**config.mk**
```make
export PLATFORM = sky130hd
export DESIGN_NAME = hazard_ctrl
export DESIGN_NICKNAME = d
export VERILOG_FILES = /design/src/rtl/hazard_ctrl.sv
export SDC_FILE = /design/constraint.sdc
export NUM_CORES = 1
export LEC_CHECK = 0
export ABC_AREA = 1
export ABC_CLOCK_PERIOD_IN_PS = 1490
export BUFFER_PORTS_ARGS = -buffer_cell sky130_fd_sc_hd__buf_4
export CAP_MARGIN = 40
export CORE_AREA = 2 2 39 41
export CTS_CLUSTER_DIAMETER = 50
export CTS_CLUSTER_SIZE = 28
export DETAILED_ROUTE_END_ITERATION = 6
export DIE_AREA = 0 0 41 43
export MAX_ROUTING_LAYER = met4
export PLACE_DENSITY = 0.72
export SLEW_MARGIN = 20
export SYNTH_ARGS = -nofsm -noshare
export SYNTH_HDL_FRONTEND = slang
export SYNTH_SLANG_ARGS = --single-unit
```
**constraint.sdc**
```tcl
create_clock -name CLK -period 1.49 [get_ports CLK]
set_clock_uncertainty 0.1 [all_clocks]
set_input_delay 0.149 -clock CLK [delete_from_list [all_inputs] [get_ports CLK]]
set_output_delay 0.149 -clock CLK [all_outputs]
set_load 0.05 [all_outputs]
```
**src/rtl/hazard_ctrl.sv**
```systemverilog
// hazard_ctrl: pipeline sequencer driving PC enable and per-stage en/flush (load-use, redirect, mem wait, halt).
// Define HAZARD_PERF_EN to add saturating stall_cnt/flush_cnt outputs.
module hazard_ctrl #(
    parameter int REGW  = 5,
    parameter int SAT_W = 16
) (
    input  logic            CLK,
    input  logic            RST,
    input  logic            ihit,
    input  logic            dhit,
    input  logic            mem_dren,
    input  logic            mem_dwen,
    input  logic            idex_memread,
    input  logic [REGW-1:0] idex_rd,
    input  logic [REGW-1:0] ifid_rs,
    input  logic [REGW-1:0] ifid_rt,
    input  logic            ifid_uses_rt,
    input  logic            jump_id,
    input  logic            branch_ex,
    input  logic            halt_wb,
    output logic            pc_en,
    output logic            ifid_en,
    output logic            ifid_flush,
    output logic            idex_en,
    output logic            idex_flush,
    output logic            exmem_en,
    output logic            exmem_flush,
    output logic            memwb_en,
    output logic            memwb_flush,
    output logic            halted
`ifdef HAZARD_PERF_EN
    ,
    output logic [SAT_W-1:0] stall_cnt,
    output logic [SAT_W-1:0] flush_cnt
`endif
);
    typedef enum logic [1:0] {RUN, DWAIT, HALTED} state_t;

    state_t state, nxt;
    logic   dwait, lu, frz, go;

    // a pending data access keeps the pipe frozen until dhit, even if the request drops
    assign dwait = ((state == DWAIT) | mem_dren | mem_dwen) & ~dhit;
    assign lu    = idex_memread & (idex_rd != '0) &
                   ((idex_rd == ifid_rs) | (ifid_uses_rt & (idex_rd == ifid_rt)));
    assign frz   = (state == HALTED) | halt_wb | dwait;
    assign go    = ~RST & ~frz;

    always_comb begin
        pc_en       = go & (branch_ex | (~lu & (jump_id | ihit)));
        ifid_en     = go & (branch_ex | ~lu);
        ifid_flush  = RST | (go & (branch_ex | (~lu & (jump_id | ~ihit))));
        idex_en     = go;
        idex_flush  = RST | (go & (branch_ex | lu));
        exmem_en    = go;
        exmem_flush = RST;
        memwb_en    = go;
        memwb_flush = RST;
        nxt         = (state == HALTED || halt_wb) ? HALTED : dwait ? DWAIT : RUN;
    end

    always_ff @(posedge CLK or posedge RST) begin
        if (RST) begin
            state  <= RUN;
            halted <= 1'b0;
        end else begin
            state  <= nxt;
            halted <= (nxt == HALTED);
        end
    end

`ifdef HAZARD_PERF_EN
    always_ff @(posedge CLK or posedge RST) begin
        if (RST) begin
            stall_cnt <= '0;
            flush_cnt <= '0;
        end else if (state != HALTED) begin
            if (~pc_en && ~&stall_cnt) stall_cnt <= stall_cnt + 1'b1;
            if (ifid_flush && ~&flush_cnt) flush_cnt <= flush_cnt + 1'b1;
        end
    end
`endif
endmodule
```
==> flow_summary.json <==
{
  "clkPwrFrac_pct": 37.1,
  "required_ns": 1.24,
  "violations": "setup timing",
  "p_total_w": 0.000374,
  "drive_above_1_share_pct": 40.5,
  "cp_slowest_stage_delay_ns": 0.37,
  "peakVddDrop_uv": 389,
  "cts_buffer_depth": 2,
  "yosys.area_share.xor_xnor_pct": 2.07,
  "netlist_top_cells_area": "nand2_1 (31%), inv_1 (19%), dfrtp_1 (18%)",
  "syn_nets": 111,
  "slew_viol_final": 0,
  "path_depth": 8,
  "seq_area_frac_synth_pct": 17.8,
  "dieArea_sq_um": 1760,
  "insertion_delay_ns": 0.23,
  "drcViolationCount": 0,
  "start_kind": "flop",
  "seq_power_share_pct": 21.9,
  "crit_chain": "inv_2 > nor2_1 > nor2_1 > nand2_1 > nor2_4 > nand3_2 > nand2_4 > buf_8",
  "synth-simple-area-share_pct": 51.5,
  "coreArea_sq_um": 1380,
  "drt_iter0_drc": 8,
  "end_kind": "output port",
  "max_freq_ghz": 0.597,
  "ys_seq_elements": 3,
  "start_util_pct": 30.6,
  "die_w_um": 41,
  "worst_slew_pin_slew_ns": 0.327,
  "vias": 596,
  "run_status": "complete, but fails checks",
  "worstHoldPathType": "input port to flop",
  "arrival_ns": 1.43,
  "mostFrequentLayoutCells": "buf_4 (33), nand2_1 (32), inv_1 (19)",
  "antenna_found_initial": 0,
  "fin_cells": 142,
  "r2r_cells": 8,
  "leakage_nw": 0.495,
  "path_common_cell": "nor2_1",
  "overflow": 0,
  "worstHoldPathCells": 3,
  "worst_path_max_delay_cell": "dfrtp_1",
  "synth_mux_area_share_pct": 0,
  "avgRoutedWirePerCell_um": 7.90,
  "p_per_area_nw_per_um2": 448,
  "clk_pin_slew_worst_paths_ns": 0.04,
  "grt_pass1_wl_um": 1920,
  "layout_setup_ws_ns": -0.185,
  "max_cap_violations": 0,
  "h-tree-depth": 1,
  "fin_crit_ns": 1.68,
  "syn_area_per_cell_sq_um": 4.98,
  "critPathKind": "flop to output port",
  "synthCells": 85,
  "p_sw_w": 0.000114,
  "synth_cell_types": 13,
  "dp_cells": 134,
  "via_per_inst": 4.20,
  "wl_um": 1120,
  "p_int_w": 0.000259,
  "rsz0062_at_grt": "true",
  "netlist_area_sq_um": 423,
  "num_rows": 14,
  "synth_compound_area_share_pct": 2.96,
  "first_global_vias": 553,
  "cts_sinks": 3,
  "synth_top_area_cell": "nand2_1",
  "num_antenna_cells": 0,
  "yosys_warnings": 0,
  "synth_top_family_by_area": "simple AND/OR/NAND/NOR gates",
  "drtAntennaViolNets": 0,
  "portBuffers": 35,
  "grt_max_degree": 5,
  "cts_tree": "yes",
  "hold_viol": 0,
  "cp_max_fo": 4,
  "swShare_pct": 30.6,
  "gp_congestion": 0.843,
  "die_h_um": 43,
  "final_nets": 153,
  "syn2layout_area_growth_pct": 97.3,
  "fin_crit_sh_pct": 112,
  "cp_num_buf_inv": 2,
  "final_util_pct": 60.3,
  "p_comb_share_pct": 40.9,
  "relSlewSlack_pct": 78.0,
  "io_pins": 36,
  "root_buffer": "clkbuf_4",
  "synth_top_area_share_pct": 31.1,
  "final_common_cell": "buf_4",
  "track_usage_pct": 16.1,
  "setup_viol": 7,
  "place.detailed.hpwl_um": 927,
  "path_delay_family": "simple AND/OR/NAND/NOR gates",
  "cts_buffers": 3,
  "synth_fa_ha_area_share_pct": 0,
  "first_pass_iters": 3
}
## cell usage after synthesis, drive strengths merged
cell type,instances
nand3b,1
a21o,1
nand2,35
nor2,12
dfrtp,3
buf,4
nor3,1
o21ai,1
nand3,4
inv,21
nand4,1
xnor2,1
## layer usage
metal / wire length (um) / up-vias / track usage [%]
met5: 0 / - / -
met3: 35 / 0 / 1.57
li1: - / 323 / -
met4: 0 / 0 / 8.00
met1: 425 / 263 / 17.2
met2: 662 / 10 / 27.5
## logic make-up (layout without fill, tap and decap cells)
family	after synthesis	count (layout)
flip-flops	3	3
XOR/XNOR	1	1
buffers and inverters	25	66
AND/OR/NAND/NOR	54	54
AO/OA/AOI/OAI	2	2
## registers in the layout, indices dropped and copies added (netlist names)
signal / cells
state: 2
halted: 1
## final cells by class
type | count | area (sq um)
fill | 146 | 549
clock buffer | 4 | 26.3
tap | 16 | 20.0
multi-input combinational | 57 | 279
sequential | 3 | 75.1
timing repair buffer | 41 | 352
inverter | 21 | 82.6
## worst min-delay path, delay by kind of cell
kind                   cells  cell delay (ns)
AO/OA/AOI/OAI              1             0.09
buffers and inverters      1             0.08
AND/OR/NAND/NOR            1             0.04
## repair_timing
action,4_1_cts,5_1_grt
hold buffers,1,0
hold endpoints to repair,3,0
pin swaps,5,5
endpoints found under the setup margin,7,7
resized for setup,8,5
setup buffers,2,1
## path summary, 6_finish.rpt
path,startpoint,endpoint,slack (ns)
setup / recovery,state[1],ifid_flush,-0.19
hold / removal,dhit,state[0],0.06
setup reg to reg,state[0],state[0],0.16
hold reg to reg,state[1],state[0],0.52
max in group asynchronous,RST,halted,0.72
min in group asynchronous,RST,state[0],0.42
## stage by stage
step,setup TNS [ns],hold WS (ns),instance area (sq um),setup WS (ns)
6_report,-1.17,0.0639,835,-0.185
5_1_grt,-1.67,0.0682,835,-0.265
4_1_cts,-1.17,0.0641,812,-0.179
3_5_place_dp,0,0.0376,729,0.00422
3_3_place_gp,0,0.0298,729,0.0163
2_1_floorplan,-0.811,-0.134,462,-0.221
## power by group through the flow
stage	sequential [W]	combinational, W	clock, W
after detailed placement	0.0000830	0.000147	0
final	0.0000820	0.000153	0.000139
after global routing	0.0000818	0.000171	0.000157
after global placement	0.0000830	0.000144	0
after floorplan	0.0000830	0.0000749	0
after CTS	0.0000819	0.000155	0.000144
(Power assumes the default switching activity.)
